`src/rtl/fetch_pkg.sv`:
```
// Shared pipeline definitions for the fetch stage: exception codes, FSM states, reset vector.
package fetch_pkg;

  localparam logic [31:0] DEFAULT_RESET_PC   = 32'h0000_0400;
  localparam logic [7:0]  EXC_NONE           = 8'h00;
  localparam logic [7:0]  EXC_FETCH_TLB      = 8'h82;
  localparam logic [7:0]  EXC_FETCH_MISALIGN = 8'h84;

  typedef enum logic [1:0] {
    ST_BOOT = 2'd0,
    ST_RUN  = 2'd1,
    ST_HOLD = 2'd2
  } fetch_state_t;

  // Response presented to decode alongside the memory read data.
  typedef struct packed {
    logic [31:0] pc;
    logic        bubble;
    logic [7:0]  exc;
    logic        pred_taken;
  } fetch_rsp_t;

  function automatic logic is_misaligned(input logic [31:0] pc);
    return pc[1:0] != 2'b00;
  endfunction

endpackage

```
`src/rtl/fetch_btb.sv`:
```
// Direct-mapped branch target buffer: combinational lookup, update written at the clock edge.
module fetch_btb
  import fetch_pkg::*;
#(
  parameter int ENTRIES = 16
) (
  input  logic        clk,
  input  logic        rst_n,
  input  logic [31:0] lookup_pc,
  output logic        hit,
  output logic [31:0] target,
  input  logic        upd_en,
  input  logic [31:0] upd_pc,
  input  logic [31:0] upd_target,
  input  logic        upd_taken
);

  localparam int IDX_W = $clog2(ENTRIES);
  localparam int TAG_W = 30 - IDX_W;

  logic [ENTRIES-1:0] valid;
  logic [TAG_W-1:0]   tags    [ENTRIES];
  logic [31:0]        targets [ENTRIES];

  logic [IDX_W-1:0] lk_idx;
  logic [TAG_W-1:0] lk_tag;
  logic [IDX_W-1:0] up_idx;
  logic [TAG_W-1:0] up_tag;
  logic             unused_lsb;

  assign lk_idx     = lookup_pc[IDX_W+1:2];
  assign lk_tag     = lookup_pc[31:IDX_W+2];
  assign up_idx     = upd_pc[IDX_W+1:2];
  assign up_tag     = upd_pc[31:IDX_W+2];
  assign unused_lsb = ^{lookup_pc[1:0], upd_pc[1:0]};

  assign hit    = valid[lk_idx] && (tags[lk_idx] == lk_tag);
  assign target = targets[lk_idx];

  // A not-taken resolution only evicts the entry that actually predicted it.
  always_ff @(posedge clk or negedge rst_n) begin
    if (!rst_n) begin
      valid <= '0;
    end else if (upd_en) begin
      if (upd_taken) begin
        valid[up_idx] <= 1'b1;
      end else if (tags[up_idx] == up_tag) begin
        valid[up_idx] <= 1'b0;
      end
    end
  end

  always_ff @(posedge clk) begin
    if (upd_en && upd_taken) begin
      tags[up_idx]    <= up_tag;
      targets[up_idx] <= upd_target;
    end
  end

endmodule

```
`src/rtl/fetch_stage.sv`:
```
// Instruction-fetch stage: owns the fetch PC, issues one read per cycle, registers the aligned response.
// Optional branch target buffer enabled by defining FETCH_BTB_EN.
module fetch_stage
  import fetch_pkg::*;
#(
  parameter logic [31:0] RESET_PC    = DEFAULT_RESET_PC,
  parameter int          BTB_ENTRIES = 16
) (
  input  logic        clk,
  input  logic        rst_n,
  input  logic        clk_en,
  input  logic        halt,
  input  logic        stall,
  input  logic        redirect,
  input  logic [31:0] redirect_pc,
  input  logic        tlb_miss,
  output logic [31:0] mem_addr,
  output logic        mem_re,
  output logic [31:0] pc_out,
  output logic        bubble_out,
  output logic [7:0]  exc_out,
  output logic        pred_taken_out,
  input  logic        btb_upd,
  input  logic [31:0] btb_upd_pc,
  input  logic [31:0] btb_upd_target,
  input  logic        btb_upd_taken
);

  fetch_state_t state;
  fetch_rsp_t   rsp;
  logic [31:0]  fetch_pc;
  logic [31:0]  next_pc;
  logic         active;
  logic         in_run;
  logic         fault_tlb;
  logic         fault_mis;
  logic         btb_hit;
  logic [31:0]  btb_target;

  assign active    = clk_en && !halt;
  assign in_run    = (state == ST_RUN);
  assign fault_tlb = in_run && tlb_miss;
  assign fault_mis = in_run && is_misaligned(fetch_pc);
  assign next_pc   = btb_hit ? btb_target : fetch_pc + 32'd4;

`ifdef FETCH_BTB_EN
  fetch_btb #(
    .ENTRIES (BTB_ENTRIES)
  ) u_btb (
    .clk        (clk),
    .rst_n      (rst_n),
    .lookup_pc  (fetch_pc),
    .hit        (btb_hit),
    .target     (btb_target),
    .upd_en     (active && btb_upd),
    .upd_pc     (btb_upd_pc),
    .upd_target (btb_upd_target),
    .upd_taken  (btb_upd_taken)
  );
`else
  localparam int unused_btb_entries = BTB_ENTRIES;
  logic unused_btb;
  assign unused_btb = ^{btb_upd, btb_upd_pc, btb_upd_target, btb_upd_taken};
  assign btb_hit    = 1'b0;
  assign btb_target = '0;
`endif

  // Only a clean RUN cycle reads; BOOT shows RESET_PC without reading it so the word is fetched once.
  assign mem_re = active && in_run && !redirect && !tlb_miss && !is_misaligned(fetch_pc) && !stall;
  assign mem_addr       = fetch_pc;
  assign pc_out         = rsp.pc;
  assign bubble_out     = rsp.bubble;
  assign exc_out        = rsp.exc;
  assign pred_taken_out = rsp.pred_taken;

  always_ff @(posedge clk or negedge rst_n) begin
    if (!rst_n) begin
      state          <= ST_BOOT;
      fetch_pc       <= RESET_PC;
      rsp.pc         <= '0;
      rsp.bubble     <= 1'b1;
      rsp.exc        <= EXC_NONE;
      rsp.pred_taken <= 1'b0;
    end else if (active) begin
      if (redirect) begin
        fetch_pc       <= redirect_pc;
        rsp.bubble     <= 1'b1;
        rsp.exc        <= EXC_NONE;
        rsp.pred_taken <= 1'b0;
        state          <= ST_RUN;
      end else if (fault_tlb) begin
        // The miss belongs to the word already presented, so its PC stays.
        rsp.bubble     <= 1'b0;
        rsp.exc        <= EXC_FETCH_TLB;
        rsp.pred_taken <= 1'b0;
        state          <= ST_HOLD;
      end else if (fault_mis) begin
        rsp.pc         <= fetch_pc;
        rsp.bubble     <= 1'b0;
        rsp.exc        <= EXC_FETCH_MISALIGN;
        rsp.pred_taken <= 1'b0;
        state          <= ST_HOLD;
      end else if (!stall) begin
        case (state)
          ST_BOOT: begin
            rsp.pc         <= fetch_pc;
            rsp.bubble     <= 1'b1;
            rsp.exc        <= EXC_NONE;
            rsp.pred_taken <= 1'b0;
            state          <= ST_RUN;
          end
          ST_RUN: begin
            rsp.pc         <= fetch_pc;
            rsp.bubble     <= 1'b0;
            rsp.exc        <= EXC_NONE;
            rsp.pred_taken <= btb_hit;
            fetch_pc       <= next_pc;
          end
          default: begin
            rsp.bubble     <= 1'b1;
            rsp.exc        <= EXC_NONE;
            rsp.pred_taken <= 1'b0;
            state          <= ST_HOLD;
          end
        endcase
      end
    end
  end

endmodule

```
`config.mk`:
```
export PLATFORM = sky130hd
export DESIGN_NAME = fetch_stage
export DESIGN_NICKNAME = d
export VERILOG_FILES = /design/src/rtl/fetch_pkg.sv /design/src/rtl/fetch_btb.sv /design/src/rtl/fetch_stage.sv
export SDC_FILE = /design/constraint.sdc
export NUM_CORES = 1
export LEC_CHECK = 0
export BUFFER_PORTS_ARGS = -buffer_cell sky130_fd_sc_hd__buf_2
export CORE_UTILIZATION = 45
export CTS_BUF_LIST = sky130_fd_sc_hd__clkbuf_8
export CTS_CLUSTER_DIAMETER = 100
export DETAILED_ROUTE_END_ITERATION = 8
export PLACE_DENSITY = 0.79
export REMOVE_ABC_BUFFERS = 1
export SYNTH_ARGS = -nofsm -noshare
export SYNTH_HDL_FRONTEND = slang
export SYNTH_SLANG_ARGS = --single-unit
```
`constraint.sdc`:
```
create_clock -name clk -period 2.8 [get_ports clk]
set_clock_uncertainty 0.2 [all_clocks]
set_input_delay 0.14 -clock clk [delete_from_list [all_inputs] [get_ports clk]]
set_output_delay 0.14 -clock clk [all_outputs]
set_load 0.01 [all_outputs]
```
* After elaboration in Yosys (flattened, before gate mapping)
Cells that the tools add are included.
** Operators by class
- Reductions and logical operators :: 22
- Add/sub/neg operators :: 1
- Mux-type cells :: 16
- Bitwise logic cells :: 2
- Eq/ne operators :: 7
** Operators by type and width (number)
- $mux 32 :: 6
- $mux 42 :: 2
- $add 32x3->32 const B :: 1
- $mux 10 :: 3
- $reduce_and 5->1 :: 2
- $logic_and 1x1->1 :: 8
- $mux 2 :: 4
- $reduce_bool 2->1 :: 3
- $logic_not 1->1 :: 5
- $ne 2x1->1 const B :: 2
- $ne 2x2->1 const B :: 2
- $ne 4x1->1 const B :: 1
- $ne 4x2->1 const B :: 1
- $pmux 2 s2 :: 1
- $reduce_and 3->1 :: 1
- $eq 2x1->1 const B :: 1
- $logic_not 2->1 :: 1
- $not 1->1 :: 2
- $reduce_and 2->1 :: 1
- $reduce_or 2->1 :: 1
** Word-level totals
- Bits of input ports :: 105
- Logic and storage cells :: 54
- Bits in registers :: 76

* Depth between registers and ports, before layout
Gate-level depths: netlist of the first run.
- Depth in word-level cells :: 7
- Gate-level depth with buffers :: 7
- Gate-level depth less buffers :: 6

* Worst setup path before layout of the first run
Ideal clock, no wire load.
- Path type :: register to register
- Start :: register fetch_pc[1], in the netlist mem_addr[1]
- End :: register fetch_pc[22], in the netlist mem_addr[22]
- Stages on the path, launching flop included :: 6
- Library setup time :: 80 ps
- Required time :: 2520 ps
- Path slack :: 657 ps
- Arrival time :: 1863 ps
- Period minus slack after synthesis :: 2143 ps
- Cells stage by stage :: dfrtp_1 -> or4_4 -> nor4_4 -> and3_1 -> nand2_1 -> o211ai_2
** On the way
- Longest elaborated chain between the ends :: 6
** Ends and longest elaborated chain
- start: declaration :: line fetch_stage.sv:31 : logic [31:0] fetch_pc;
- start signal: assignment :: line fetch_stage.sv:86 : fetch_pc <= redirect_pc;
- start signal: assignment :: line fetch_stage.sv:117 : fetch_pc <= next_pc;
- $add 32x3->32 :: line fetch_stage.sv:44 : assign next_pc = btb_hit ? btb_target : fetch_pc + 32'd4;
- $mux 32 :: line fetch_stage.sv:104 : case (state)
- $mux 32 :: line fetch_stage.sv:103 : end else if (!stall) begin
- $mux 32 :: line fetch_stage.sv:97 : end else if (fault_mis) begin
- $mux 32 :: line fetch_stage.sv:91 : end else if (fault_tlb) begin
- $mux 32 :: line fetch_stage.sv:85 : if (redirect) begin
Parallel ways exist; a longest one is shown, timed or not. The select of a mux whose other input is x is not followed.
A chain may end at the register's enable or synchronous reset.

* Worst setup path in the final report of the first run
- Start :: input halt
- End :: register fetch_pc[4], in the netlist mem_addr[4]
** On the way
- Longest elaborated chain between the ends :: 3
** Ends and longest elaborated chain
- start: declaration :: line fetch_stage.sv:12 : input logic halt,
- $logic_not 1->1 :: line fetch_stage.sv:40 : assign active = clk_en && !halt;
- $logic_and 1x1->1 :: line fetch_stage.sv:40
- $reduce_and 5->1 (no source line)
No other way between the ends.

==> impl_metrics.env, run 1 <==
export IMPL_gp_congestion=0.799
export IMPL_internal_power_w=0.00232
export IMPL_htree_num_levels=3
export IMPL_fin_util_pct=61.3
export IMPL_drt_first_pass_iters=5
export IMPL_timing_critical_path_cells="dlygate4sd3_1 -> buf_2 -> nand2b_1 -> nor3_4 -> nor2_1 -> o21ai_0 -> o21ai_0"
export IMPL_max_stage_delay_ns=0.95
export IMPL_antenna_left=0
export IMPL_fin_nets=606
export IMPL_period_share_pct=93.7
export IMPL_via_count=3489
export IMPL_syn_to_final_growth_pct=31.3
export IMPL_clkTransAtPathRegs_ns=0.08
export IMPL_setup_tns_ns=0
export IMPL_cts_hold_buf=35
export IMPL_grt_first_pass_wirelength_um=16000
export IMPL_diodes=0
export IMPL_num_rows=32
export IMPL_tightest_slew_ns=1.24
export IMPL_route_detailed_drc=0
export IMPL_start_util_pct=46.7
export IMPL_cts_sinks=70
export IMPL_antenna_found_initial=0
export IMPL_cellPowerDensity_nw_per_um2=742
export IMPL_post_drt_wl_per_cell_um=16.4
export IMPL_slew_headroom_pct=17.2
export IMPL_drive_gt1_share_pct=34.7
export IMPL_synth_distinct_cells=57
export IMPL_drt_initial_drc_count=157
export IMPL_cp_top_family="simple AND/OR/NAND/NOR gates"
export IMPL_port_buffers=107
export IMPL_critical_path_buf_inv_count=2
export IMPL_grt_pass1_vias=3362
export IMPL_hold_viol_final=0
export IMPL_p_seq_share_pct=45.5
export IMPL_die_w_um=91.8
export IMPL_crit_fanout=17
export IMPL_grt_max_degree=71
export IMPL_maxCapViolCount=0
export IMPL_fmax_mhz=381
export IMPL_synth_seq_cells=70
export IMPL_dpl_cell_area_um2=4220
export IMPL_clk_latency_ns=0.35
export IMPL_p_sw_share_pct=34.5
export IMPL_ctsLongestPathBuffers=2
export IMPL_via_per_inst=5.75
export IMPL_dp_hpwl_um=6490
export IMPL_status="finished clean"
export IMPL_clock_power_share_pct=23.1
export IMPL_ir_drop_mv=0.415
export IMPL_grtUsageTotal_pct=24.3
export IMPL_layout_min_cycle_time_ns=2.62
export IMPL_post_cts_buffers=0
export IMPL_cts_tree="yes"
export IMPL_cts_buffers=9
export IMPL_ys_warn_count=0
export IMPL_worstSetupPathType="in -> reg"
export IMPL_gr_total_overflow=0
export IMPL_comb_power_share_pct=31.4
export IMPL_io_pins=180
export IMPL_start_kind="primary input"
export IMPL_slowest_stage="nor2_1"
export IMPL_p_leak_nw=2.16
export IMPL_crit_path_frequent_cell="o21ai_0"
export IMPL_p_total_w=0.00354
export IMPL_final_common_cell="buf_2"
export IMPL_yosysSeqAreaShare_pct=48.3
export IMPL_final_cell_mix="buf_2 (106), dfrtp_1 (68), dlygate4sd3_1 (35), nand2_1 (33), a21oi_1 (33)"
export IMPL_synthFlopType="dfrtp_1"
export IMPL_core_um2=7770
export IMPL_hp_class="in -> reg"
export IMPL_drt_total_wl_um=9940
export IMPL_synthCells=362
export IMPL_setup_viol=0
export IMPL_p_switching_w=0.00122
export IMPL_die_h_um=91.8
export IMPL_critPathArrivalTime_ns=2.67
export IMPL_netlist_area_um2=3630
export IMPL_cts_root_buf="clkbuf_8"
export IMPL_drv_slew=0
export IMPL_cts_resized=0
export IMPL_worst_setup_path_end_kind="register"
export IMPL_die_area_um2=8430
export IMPL_final_design_area_no_fill_um2=4760
export IMPL_synthArstFlopShare_pct=100
export IMPL_grt_setup_unrepaired="no"
export IMPL_syn_area_per_cell_um2=10.0
export IMPL_required_ns=2.85
export IMPL_synth_edf_count=0
==> cell usage after synthesis, types with 3 or more instances <==
master	instances	area [um2]
dfrtp_1	68	1700
a21oi_1	33	165
nand2_1	33	124
mux2_2	32	360
nor2_1	24	90.1
o21ai_0	24	120
nand3_1	13	65.1
clkbuf_1	11	41.3
and3_1	10	62.6
nor3_1	9	45.0
buf_2	7	35.0
and4_1	6	52.6
buf_4	6	45.0
nand4_1	6	37.5
o22ai_1	6	37.5
nor4_1	4	25.0
o21a_1	4	30.0
a211oi_1	3	22.5
a32oi_1	3	26.3
and2_1	3	18.8
inv_1	3	11.3
mux2i_1	3	30.0
nand2b_1	3	18.8
nor3_2	3	30.0
or2_2	3	18.8
==> area by class of cell <==
type | count | area, um2
Clock buffer | 10 | 138
Clock inverter | 6 | 55.1
Fill cell | 645 | 3000
Inverter | 3 | 11.3
Multi-Input combinational cell | 268 | 1750
Sequential cell | 70 | 1750
Tap cell | 102 | 128
Timing Repair Buffer | 148 | 933
==> worst min-delay path: stages <==
cell,delay (ns)
buf_2,0.10
o22ai_1,0.16
a41o_1,0.11
nor2_1,0.03
==> sequential cells by signal, indices dropped and copies added (netlist names) <==
| register | count |
|---|---|
| pc_out | 32 |
| bubble_out | 1 |
| mem_addr | 32 |
| state | 2 |
| exc_out | 3 |
==> power by group through the flow <==
stage	clock network [W]	registers [W]	logic, W
floorplan	0	0.00174	0.000452
global placement	0	0.00160	0.00104
detailed placement	0	0.00162	0.00107
CTS	0.000835	0.00160	0.00111
global route	0.000866	0.00166	0.00121
finish	0.000818	0.00161	0.00111
==> logic make-up after synthesis <==
family | after synthesis | synth area share (%)
flops | 70 | 48.3
mux | 35 | 10.8
other cells | 1 | 0.103
compound gates | 97 | 16.7
simple gates | 129 | 19.7
fa+ha+maj | 1 | 0.345
buf+inv | 29 | 4.10
==> final timing paths <==
kind / startpoint / endpoint / slack (ns) / depth (start not counted)
worst max-delay path: halt / mem_addr[4] / 0.18 / 7
worst min-delay path: redirect_pc[27] / mem_addr[27] / 0.02 / 4
worst max register to register: state[1] / mem_addr[4] / 0.31 / 5
worst min register to register: exc_out[1] / exc_out[1] / 0.29 / 2
max in group asynchronous: rst_n / mem_addr[9] / 1.55 / 2
min in group asynchronous: rst_n / pc_out[25] / 0.27 / 2
==> stage by stage <==
step / std cells / setup WS (ns) / hold WS [ns]
6_report: 607 / 0.177 / 0.0206
5_1_grt: 607 / 0.0723 / 0.0632
4_1_cts: 607 / 0.244 / 0.00724
3_5_place_dp: 556 / 0.404 / 0.129
3_3_place_gp: 556 / 0.451 / 0.117
2_1_floorplan: 341 / 0.450 / -0.356
==> metal layers <==
metal / global-route usage [%] / share of wire (%)
met1: 30.2 / 43
met2: 41.2 / 48
met3: 3.90 / 6.3
met4: 12.1 / 2.1
met5: 0 / 0
Power figures use the tool's default switching activity.
==> run 2, diff against run 1 <==
- ABC_AREA: default -> 1
- PLACE_DENSITY: 0.79 -> 0.77
==> run 2 against run 1 <==
Compared with the run above: worst hold slack improved by 0.0072 ns; first-iteration DRC count rose by 68%; die area rose by 9.9%; cell count rose by 35%; combinational power rose by 68%; largest power group unchanged; highest routed layer unchanged.
==> impl_metrics.env, run 2 <==
export IMPL_layout_min_cycle_time_ns=2.27
export IMPL_status="finished clean"
export IMPL_grt_max_degree=56
export IMPL_grtUsageTotal_pct=25.7
export IMPL_io_pins=180
export IMPL_yosys_top_cells_area="dfrtp_1 (43%), nand2_1 (20%), nand3_1 (6.0%), nor2_1 (6.0%), o21ai_0 (4.8%)"
export IMPL_comb_power_share_pct=40.2
export IMPL_synthArstFlopShare_pct=100
export IMPL_yosysSeqAreaShare_pct=43.9
export IMPL_grt_setup_unrepaired="no"
export IMPL_syn_area_per_cell_um2=7.04
export IMPL_syn_to_final_growth_pct=28.4
export IMPL_antenna_found_initial=0
export IMPL_setup_viol=0
export IMPL_post_drt_wl_per_cell_um=13.5
export IMPL_die_area_um2=9260
export IMPL_port_buffers=107
export IMPL_period_share_pct=81.0
export IMPL_cts_tree="yes"
export IMPL_synthFlopType="dfrtp_1"
export IMPL_worst_setup_path_end_kind="register"
export IMPL_internal_power_w=0.00263
export IMPL_cts_root_buf="clkbuf_8"
export IMPL_die_h_um=96.2
export IMPL_fmax_mhz=441
export IMPL_dp_hpwl_um=7430
export IMPL_core_um2=8640
export IMPL_crit_fanout=31
export IMPL_critPathArrivalTime_ns=2.36
export IMPL_synth_distinct_cells=31
export IMPL_ys_warn_count=0
export IMPL_tightest_slew_ns=0.819
export IMPL_gp_congestion=0.877
export IMPL_final_cell_mix="nand2_1 (213), buf_2 (107), dfrtp_1 (68), nor2_1 (64), nand3_1 (48)"
export IMPL_maxCapViolCount=0
export IMPL_final_cells=817
export IMPL_n_fill_cell=794
export IMPL_diodes=0
export IMPL_ys_top_cells_by_count="nand2_1 (213), dfrtp_1 (68), nor2_1 (64)"
export IMPL_cts_resized=0
export IMPL_drv_slew=0
export IMPL_via_per_inst=4.98
export IMPL_post_cts_buffers=0
export IMPL_synth_top_cell_area_share_pct=42.6
export IMPL_required_ns=2.89
export IMPL_p_leak_nw=2.59
export IMPL_ctsLongestPathBuffers=2
export IMPL_route_detailed_drc=0
export IMPL_setup_tns_ns=0
export IMPL_ir_drop_mv=0.505
export IMPL_clk_latency_ns=0.35
export IMPL_clock_power_share_pct=18.2
export IMPL_hp_class="in -> reg"
export IMPL_grt_first_pass_wirelength_um=18100
export IMPL_via_count=4068
export IMPL_clkTransAtPathRegs_ns=0.08
export IMPL_synth_edf_count=0
export IMPL_synthCells=567
export IMPL_antenna_left=0
export IMPL_p_switching_w=0.00199
export IMPL_p_sw_share_pct=43.0
export IMPL_p_seq_share_pct=41.7
export IMPL_die_w_um=96.2
export IMPL_final_common_cell="nand2_1"
export IMPL_gr_total_overflow=0
export IMPL_placed_cells=766
export IMPL_p_total_w=0.00462
export IMPL_drt_initial_drc_count=263
export IMPL_synth_seq_cells=70
export IMPL_drt_first_pass_iters=4
export IMPL_start_util_pct=46.2
export IMPL_cellPowerDensity_nw_per_um2=901
export IMPL_hold_viol_final=0
export IMPL_drt_total_wl_um=11100
export IMPL_fin_util_pct=59.4
export IMPL_worstSetupPathType="in -> reg"
export IMPL_htree_num_levels=3
export IMPL_synth_most_common_cell="nand2_1"
export IMPL_num_rows=34
export IMPL_drive_gt1_share_pct=21.6
export IMPL_synth_top_cell_by_area="dfrtp_1"
export IMPL_netlist_area_um2=3990
export IMPL_regArea_um2=1750
export IMPL_grt_pass1_vias=3905
export IMPL_multi_input_area_um2=1940
export IMPL_cts_buffers=9
export IMPL_slew_headroom_pct=45.4
export IMPL_cts_sinks=70
export IMPL_fin_nets=810
export IMPL_start_kind="primary input"
run 2: changes by cell type in the layout (fill, tap and decap cells not counted), sizes merged, moves of 30 or more:
| cell | change |
|---|---|
| nand2 | +182 |
| nor2 | +56 |
| inv | +39 |
| nand3 | +34 |
| mux2 | -32 |
| a21oi | -31 |
| o21ai | +30 |
run 2: layer usage:
metal	wire length (um)	GRT usage [%]	vias to the layer above
li1	-	-	2046
met1	4790	32.7	1853
met2	5300	43.2	151
met5	0	0	-
met4	233	8.46	0
met3	735	5.53	18
run 2: final timing paths:
check,from,end,slack (ns),cells past startpoint
worst min-delay path,clk_en,exc_out[2],0.03,5
min in group asynchronous,rst_n,pc_out[16],0.22,2
max in group asynchronous,rst_n,bubble_out,1.44,3
worst max register to register,state[1],mem_addr[12],0.62,9
worst min register to register,pc_out[28],pc_out[28],0.28,2
worst max-delay path,halt,mem_addr[12],0.53,9
run 2: cells by family (layout without fill, tap and decap cells):
family                   Yosys count  count (layout)  share of synthesized area [%]
AND/OR/NAND/NOR                  366             366                           39.6
flip-flops                        70              70                           43.9
XOR/XNOR                           3               3                          0.658
buffers and inverters             68             205                           8.05
adder cells (fa/ha/maj)            1               1                          0.313
other                              1               6                         0.0939
AO/OA/AOI/OAI                     58              58                           7.39
run 2: repair_timing:
item / CTS / global route
hold buffers: 35 / 0
setup endpoints to repair: 0 / 0
endpoints found under the hold margin: 69 / 0
run 2: area by class of cell:
class                      instances  area share (%)
tap                              108            2.63
multi-input combinational        434            37.8
sequential                        70            34.2
clock buffer                      11            2.95
inverter                          43            3.15
timing repair buffer             146            18.3
clock inverter                     5           0.951
run 2: power groups by stage:
| stage | Clock (W) | Sequential [W] | Combinational, W |
|---|---|---|---|
| CTS | 0.000845 | 0.00191 | 0.00186 |
| floorplan | 0 | 0.00203 | 0.000898 |
| global placement | 0 | 0.00190 | 0.00176 |
| detailed placement | 0 | 0.00192 | 0.00181 |
| finish | 0.000839 | 0.00193 | 0.00186 |
| global route | 0.000894 | 0.00199 | 0.00211 |
run 2: worst max-delay path, stage by stage:
cell,delay [ns]
dlygate4sd3_1,0.54
buf_2,0.15
nor2_2,0.28
nand2_2,0.32
nor2_8,0.32
inv_2,0.30
nor2_1,0.17
nand2_1,0.06
nand2_1,0.05
run 2: through the flow:
step,worst slack [ns],area (um2),hold WS (ns)
2_1_floorplan,0.510,3850,-0.356
3_3_place_gp,0.685,4580,0.0715
3_5_place_dp,0.645,4580,0.0774
4_1_cts,0.562,5130,0.0119
5_1_grt,0.326,5130,0.0669
6_report,0.533,5130,0.0278
